**src/rtl/cpu_types_pkg.sv**
```systemverilog
// Shared CPU types: word width, RAM handshake states and memory arbiter FSM states.
package cpu_types_pkg;

    typedef logic [31:0] word_t;

    typedef enum logic [1:0] {
        FREE   = 2'd0,
        BUSY   = 2'd1,
        ACCESS = 2'd2,
        ERROR  = 2'd3
    } ramstate_t;

    typedef enum logic [1:0] {
        IDLE,
        IGNT,
        DGNT
    } arb_state_t;

    localparam word_t ERR_LOAD = 32'h0;

endpackage

```
**src/rtl/memory_arbiter.sv**
```systemverilog
// Single-port RAM arbiter for instruction fetch and data memory; data wins ties.
// Optional fetch anti-starvation streak counter is compiled in with ARB_FAIRNESS_EN.
module memory_arbiter
    import cpu_types_pkg::*;
#(
    parameter int unsigned MAX_DSTREAK = 4
) (
    input  logic      CLK,
    input  logic      RST,
    input  logic      iREN,
    input  word_t     iaddr,
    output logic      iwait,
    output word_t     iload,
    input  logic      dREN,
    input  logic      dWEN,
    input  word_t     daddr,
    input  word_t     dstore,
    output logic      dwait,
    output word_t     dload,
    output logic      ramREN,
    output logic      ramWEN,
    output word_t     ramaddr,
    output word_t     ramstore,
    input  word_t     ramload,
    input  ramstate_t ramstate,
    output logic      memerr
);

    arb_state_t state_q;
    logic       ren_q;
    logic       wen_q;
    word_t      addr_q;
    word_t      store_q;
    logic       memerr_q;

    logic dreq;
    logic done;
    logic fair_pick_i;
    logic grant_d;
    logic grant_i;

    assign dreq = dREN | dWEN;
    assign done = (ramstate == ACCESS) || (ramstate == ERROR);

    assign grant_d = (state_q == IDLE) && dreq && !fair_pick_i;
    assign grant_i = (state_q == IDLE) && !grant_d && iREN;

`ifdef ARB_FAIRNESS_EN
    localparam logic [2:0] STREAK_LIM = 3'((MAX_DSTREAK > 7) ? 7 : MAX_DSTREAK);

    logic [2:0] streak_q;

    assign fair_pick_i = iREN && (streak_q >= STREAK_LIM);

    always_ff @(posedge CLK) begin
        if (RST || !iREN) begin
            streak_q <= '0;
        end else if (grant_i) begin
            streak_q <= '0;
        end else if (grant_d && (streak_q != 3'd7)) begin
            streak_q <= streak_q + 3'd1;
        end
    end
`else
    logic [31:0] unused_max_dstreak;

    assign fair_pick_i        = 1'b0;
    assign unused_max_dstreak = 32'(MAX_DSTREAK);
`endif

    always_ff @(posedge CLK) begin
        if (RST) begin
            state_q  <= IDLE;
            ren_q    <= 1'b0;
            wen_q    <= 1'b0;
            addr_q   <= '0;
            store_q  <= '0;
            memerr_q <= 1'b0;
        end else begin
            case (state_q)
                IDLE: begin
                    if (grant_d) begin
                        state_q <= DGNT;
                        ren_q   <= dREN;
                        wen_q   <= dWEN;
                        addr_q  <= daddr;
                        store_q <= dstore;
                    end else if (grant_i) begin
                        state_q <= IGNT;
                        ren_q   <= 1'b1;
                        wen_q   <= 1'b0;
                        addr_q  <= iaddr;
                        store_q <= '0;
                    end
                end
                IGNT, DGNT: begin
                    // A dropped data request still completes; only a fetch can be flushed.
                    if (done || ((state_q == IGNT) && !iREN)) begin
                        state_q <= IDLE;
                        ren_q   <= 1'b0;
                        wen_q   <= 1'b0;
                        addr_q  <= '0;
                        store_q <= '0;
                        if (ramstate == ERROR) begin
                            memerr_q <= 1'b1;
                        end
                    end
                end
                default: begin
                    state_q <= IDLE;
                    ren_q   <= 1'b0;
                    wen_q   <= 1'b0;
                    addr_q  <= '0;
                    store_q <= '0;
                end
            endcase
        end
    end

    assign iwait = iREN && !((state_q == IGNT) && done);
    assign dwait = dreq && !((state_q == DGNT) && done);

    assign iload = ((state_q == IGNT) && (ramstate == ACCESS)) ? ramload : ERR_LOAD;
    assign dload = ((state_q == DGNT) && (ramstate == ACCESS)) ? ramload : ERR_LOAD;

    assign ramREN   = ren_q;
    assign ramWEN   = wen_q;
    assign ramaddr  = addr_q;
    assign ramstore = store_q;
    assign memerr   = memerr_q;

endmodule

```
**config.mk**
```make
export PLATFORM = sky130hd
export DESIGN_NAME = memory_arbiter
export DESIGN_NICKNAME = d
export VERILOG_FILES = /design/src/rtl/cpu_types_pkg.sv /design/src/rtl/memory_arbiter.sv
export SDC_FILE = /design/constraint.sdc
export NUM_CORES = 1
export LEC_CHECK = 0
export CAP_MARGIN = 25
export CORE_ASPECT_RATIO = 0.5
export CORE_MARGIN = 1
export CORE_UTILIZATION = 28
export CTS_CLUSTER_SIZE = 8
export DETAILED_ROUTE_END_ITERATION = 7
export HOLD_SLACK_MARGIN = 0.08
export PLACE_DENSITY = 0.78
export SYNTH_ARGS = -nofsm -noshare
export SYNTH_HDL_FRONTEND = slang
export SYNTH_SLANG_ARGS = --single-unit
```
**constraint.sdc**
```tcl
create_clock -name CLK -period 2.35 [get_ports CLK]
set_input_delay 0.47 -clock CLK [delete_from_list [all_inputs] [get_ports CLK]]
set_output_delay 0.47 -clock CLK [all_outputs]
set_load 0.02 [all_outputs]
```
### Word level (Yosys, flattened, before mapping)

Index checks and enable logic that the tools add are counted.

* register bits after elaboration: 69
* bits of input ports: 135
* output and inout bits: 133
* word-level logic and storage cells: 53

* equal/unequal tests: 6
* multiplexer cells: 20
* bitwise logic cells: 1
* reductions and logical operators: 20

Operators with widths (count)
* 32-bit two-way mux: 7
* 32-bit case mux with 2 select lines: 2
* 1-bit logical AND: 10
* 2-bit == test, second input constant: 3
* 2-bit two-way mux: 3
* 1-bit two-way mux: 5
* 1-bit zero test: 4
* 1-bit case mux with 2 select lines: 2
* 2-bit case mux with 2 select lines: 1
* 3-bit != test, second input constant: 1
* 3-bit AND reduction: 1
* 2-bit by 1-bit == test with 1-bit output, second input constant: 1
* 2-bit zero test: 1
* 1-bit logical OR: 2
* 2-bit != test, second input constant: 1
* 2-bit AND reduction: 1
* 2-bit OR reduction: 1
* 1-bit bitwise OR: 1

### Logic depth before layout (Yosys ltp)

* word-level depth: 8
* depth in mapped cells: 8
* mapped depth without buffers: 6

### Worst setup path after synthesis

No wires, ideal clock.

* path type: reg2out
* from: reg state_q[1]
* to: out iload[10]
* data arrival time: 1.226 ns
* data required time: 1.880 ns
* path slack: 0.654 ns
* stages on the path, launching flop included: 7
* buffers on the path: 1
* path through: dfxtp_1 > inv_1 > ha_1 > nand2_1 > nor2_1 > clkbuf_1 > and2_1

* cells in the longest elaborated chain, start to end: 3

Ends and longest elaborated chain
* start: declaration: line memory_arbiter.sv:29 `arb_state_t state_q;`
* start signal: assignment: line memory_arbiter.sv:73 `state_q <= IDLE;`
* start signal: assignment: line memory_arbiter.sv:83 `state_q <= DGNT;`
* start signal: assignment: line memory_arbiter.sv:89 `state_q <= IGNT;`
* 2-bit by 1-bit == test with 1-bit output: line memory_arbiter.sv:123 `assign iload = ((state_q == IGNT) && (ramstate == ACCESS)) ? ramload : ERR_LOAD;`
* 1-bit logical AND: line memory_arbiter.sv:123
* 32-bit two-way mux: line memory_arbiter.sv:123
* end: declaration: line memory_arbiter.sv:13 `output word_t iload,`

No other way between the ends.

### Final worst setup path

* from: in ramstate[1]
* to: out dload[20]

* cells in the longest elaborated chain, start to end: 3

Ends and longest elaborated chain
* start: declaration: line memory_arbiter.sv:25 `input ramstate_t ramstate,`
* 2-bit == test: line memory_arbiter.sv:124 `assign dload = ((state_q == DGNT) && (ramstate == ACCESS)) ? ramload : ERR_LOAD;`
* 1-bit logical AND: line memory_arbiter.sv:124
* 32-bit two-way mux: line memory_arbiter.sv:124
* end: declaration: line memory_arbiter.sv:19 `output word_t dload,`

No other way between the ends.

==> results.txt <==
Die Ht -> 77.7 um
Buffers on Ports -> 267
initial antenna violation count -> 0
final worst path period need -> 2.30 ns
first-pass GRT wire length -> 20300 um
GR Overflow Total -> 0
fin nets -> 795
Setup violations, final -> 0
WHS -> 0.453 ns
fin cells -> 805
CTS root buf -> clkbuf_16
Syn Inst Count -> 397
Util after Layout -> 55.0%
Num CTS Buffers -> 9
average cell area after synthesis -> 8.09 um2
CP endpoint kind -> primary output
first-iteration detailed-routing DRC count -> 264
Initial Util -> 29.0%
Reg clk slew, reported paths -> 0.05 ns
clock power share -> 32.8%
# DRC -> 0
setup ws final -> 0.0484 ns
Hold Path Class -> reg -> reg
Main synth FF type -> dfxtp_1
routed len/inst -> 16.1 um
H-tree levels -> 3
vias per inst -> 4.78
Async SR Flop Fraction -> 0%
kind of critical path -> in -> out
clk buf depth -> 2
top cells by count, synth -> dfxtp_1 (69), nor2_1 (69), and2_1 (65)
Worst-Margin Slew -> 0.589 ns
pre-CTS setup slack -> -0.319 ns
slew margin rel. -> 60.7%
drt pass-1 iters -> 5
Ports -> 268
diodes inserted -> 0
period utilization -> 97.9%
number of buffers inserted by post-CTS setup repair -> 0
pin count of the biggest net entering global routing -> 36
area leader, netlist -> dfxtp_1
Max Slew Vio Count -> 0
vias -> 3844
Total GRT Usage -> 21.5%
TritonCTS clock tree -> done
switching share of power -> 29.9%
number of synthesized flops with an enable pin -> 0
clock latency on the worst-skew pair -> 0.32 ns
# clock sinks -> 69
cell area after placement -> 6100 um2
Cell Int Power -> 2.80 mW
sum of negative setup slack -> 0 ns
Max Clk Rate -> 434 MHz
layout cells sized above 1 -> 15.2%
# rows -> 27
Mapped Area -> 3210 um2
die width -> 153 um
Leak -> 2.53 nW
post-DP HPWL -> 9460 um
finished layout cell area -> 6090 um2
YS warnings -> 0
switching power -> 1.20 mW
vias in the first global route -> 3732
routability cong. -> 0.800
distinct cell type count after synthesis -> 23
area growth from synthesis to layout -> 89.8%
Post-Place Cells -> 791
Routed WL -> 12900 um
register share of total power -> 34.7%
Comb pwr share -> 32.5%
status -> finished clean
antenna-violating nets left -> 0
max-cap viol count -> 0
Startpoint Class -> input port
Post-Syn Nets -> 535
total core area -> 11100 um2
fill cell count -> 1065
Crit path required time -> 1.88 ns
final hold violation count -> 0
maximum vdd drop -> 0.000301 V
die area -> 11900 um2
final clock skew -> 0.00654 ns
top cell type's share of synthesized area -> 43.0%
top area cells in the synthesized netlist -> dfxtp_1 (43%), and2_1 (13%), a311oi_1 (8.7%)
power density cells -> 655 nW/um2
overall power -> 3.99 mW
Seq/Total Area, Yosys -> 43.0%
Worst EP arrival -> 1.83 ns
Yosys reg bits -> 69
CP Max Fanout -> 32
-- final cells by class --
| cell class | instances | area, um2 | share of cell area, % |
|---|---|---|---|
| timing repair buffer | 285 | 2580 | 42.4 |
| multi-input combinational | 289 | 1660 | 27.2 |
| sequential | 69 | 1380 | 22.7 |
| clock buffer | 12 | 246 | 4.04 |
| tap | 145 | 181 | 2.98 |
| clock inverter | 2 | 35.0 | 0.575 |
| inverter | 3 | 11.3 | 0.185 |
-- cell usage in the layout, fill, tap and decap left out, types with 3 or more instances in the layout --
master | synthesis | layout
a21oi_1 | 5 | 5
a22oi_1 | 32 | 32
a311oi_1 | 32 | 32
and2_1 | 65 | 65
buf_12 | 0 | 6
buf_4 | 0 | 12
clkbuf_16 | 0 | 9
clkbuf_2 | 0 | 60
clkdlybuf4s15_2 | 0 | 3
clkdlybuf4s50_1 | 0 | 200
dfxtp_1 | 69 | 69
inv_1 | 3 | 3
nand2_1 | 39 | 39
nor2_1 | 69 | 67
o21ai_0 | 32 | 32
-- sequential cells by signal (all words and copies together), names as in the netlist --
register  flops
ramaddr      32
memerr        1
ramREN        1
ramstore     32
ramWEN        1
state_q       2
-- worst paths after layout --
kind / start / end / slack, ns / cells past startpoint
hold reg to reg: ramREN$_SDFFE_PP0P_ / ramREN$_SDFFE_PP0P_ / 0.45 / 2
setup / recovery: ramstate[1] / dload[20] / 0.05 / 6
setup reg to reg: state_q[1]$_SDFFE_PP0P_ / ramaddr[21]$_SDFFE_PP0P_ / 0.33 / 6
hold / removal: ramREN$_SDFFE_PP0P_ / ramREN$_SDFFE_PP0P_ / 0.45 / 2
-- critical path: stages --
cell             delay [ns]
clkdlybuf4s50_1        0.50
nand2_1                0.08
nor2_2                 0.15
buf_12                 0.19
and2_1                 0.14
clkdlybuf4s15_1        0.30
-- power by group through the flow --
stage,registers [mW],clock network (mW),logic [mW]
floorplan,1.57,0,0.447
global placement,1.40,0,1.30
detailed placement,1.41,0,1.31
CTS,1.39,1.34,1.31
global route,1.40,1.40,1.39
finish,1.39,1.31,1.30
-- per-layer routing --
layer  routed length (um)  track usage, %  share of wire (%)
met1                 5500            26.3                 43
met2                 6740            38.3                 52
met3                  487            4.19                3.8
met4                  201            6.70                1.6
met5                    0               0                  0
-- logic make-up after synthesis --
family          count (synthesis)  synth area share (%)
simple gates                  179                  26.5
compound gates                107                  23.6
fa+ha+maj                       3                  1.17
flops                          69                  43.0
buf+inv                        39                  5.73
-- repair_timing --
action,CTS,global route
resized for setup,102,94
setup endpoints to repair,65,65
hold buffers,0,0
Note: power is estimated with default switching activity, not from simulation.
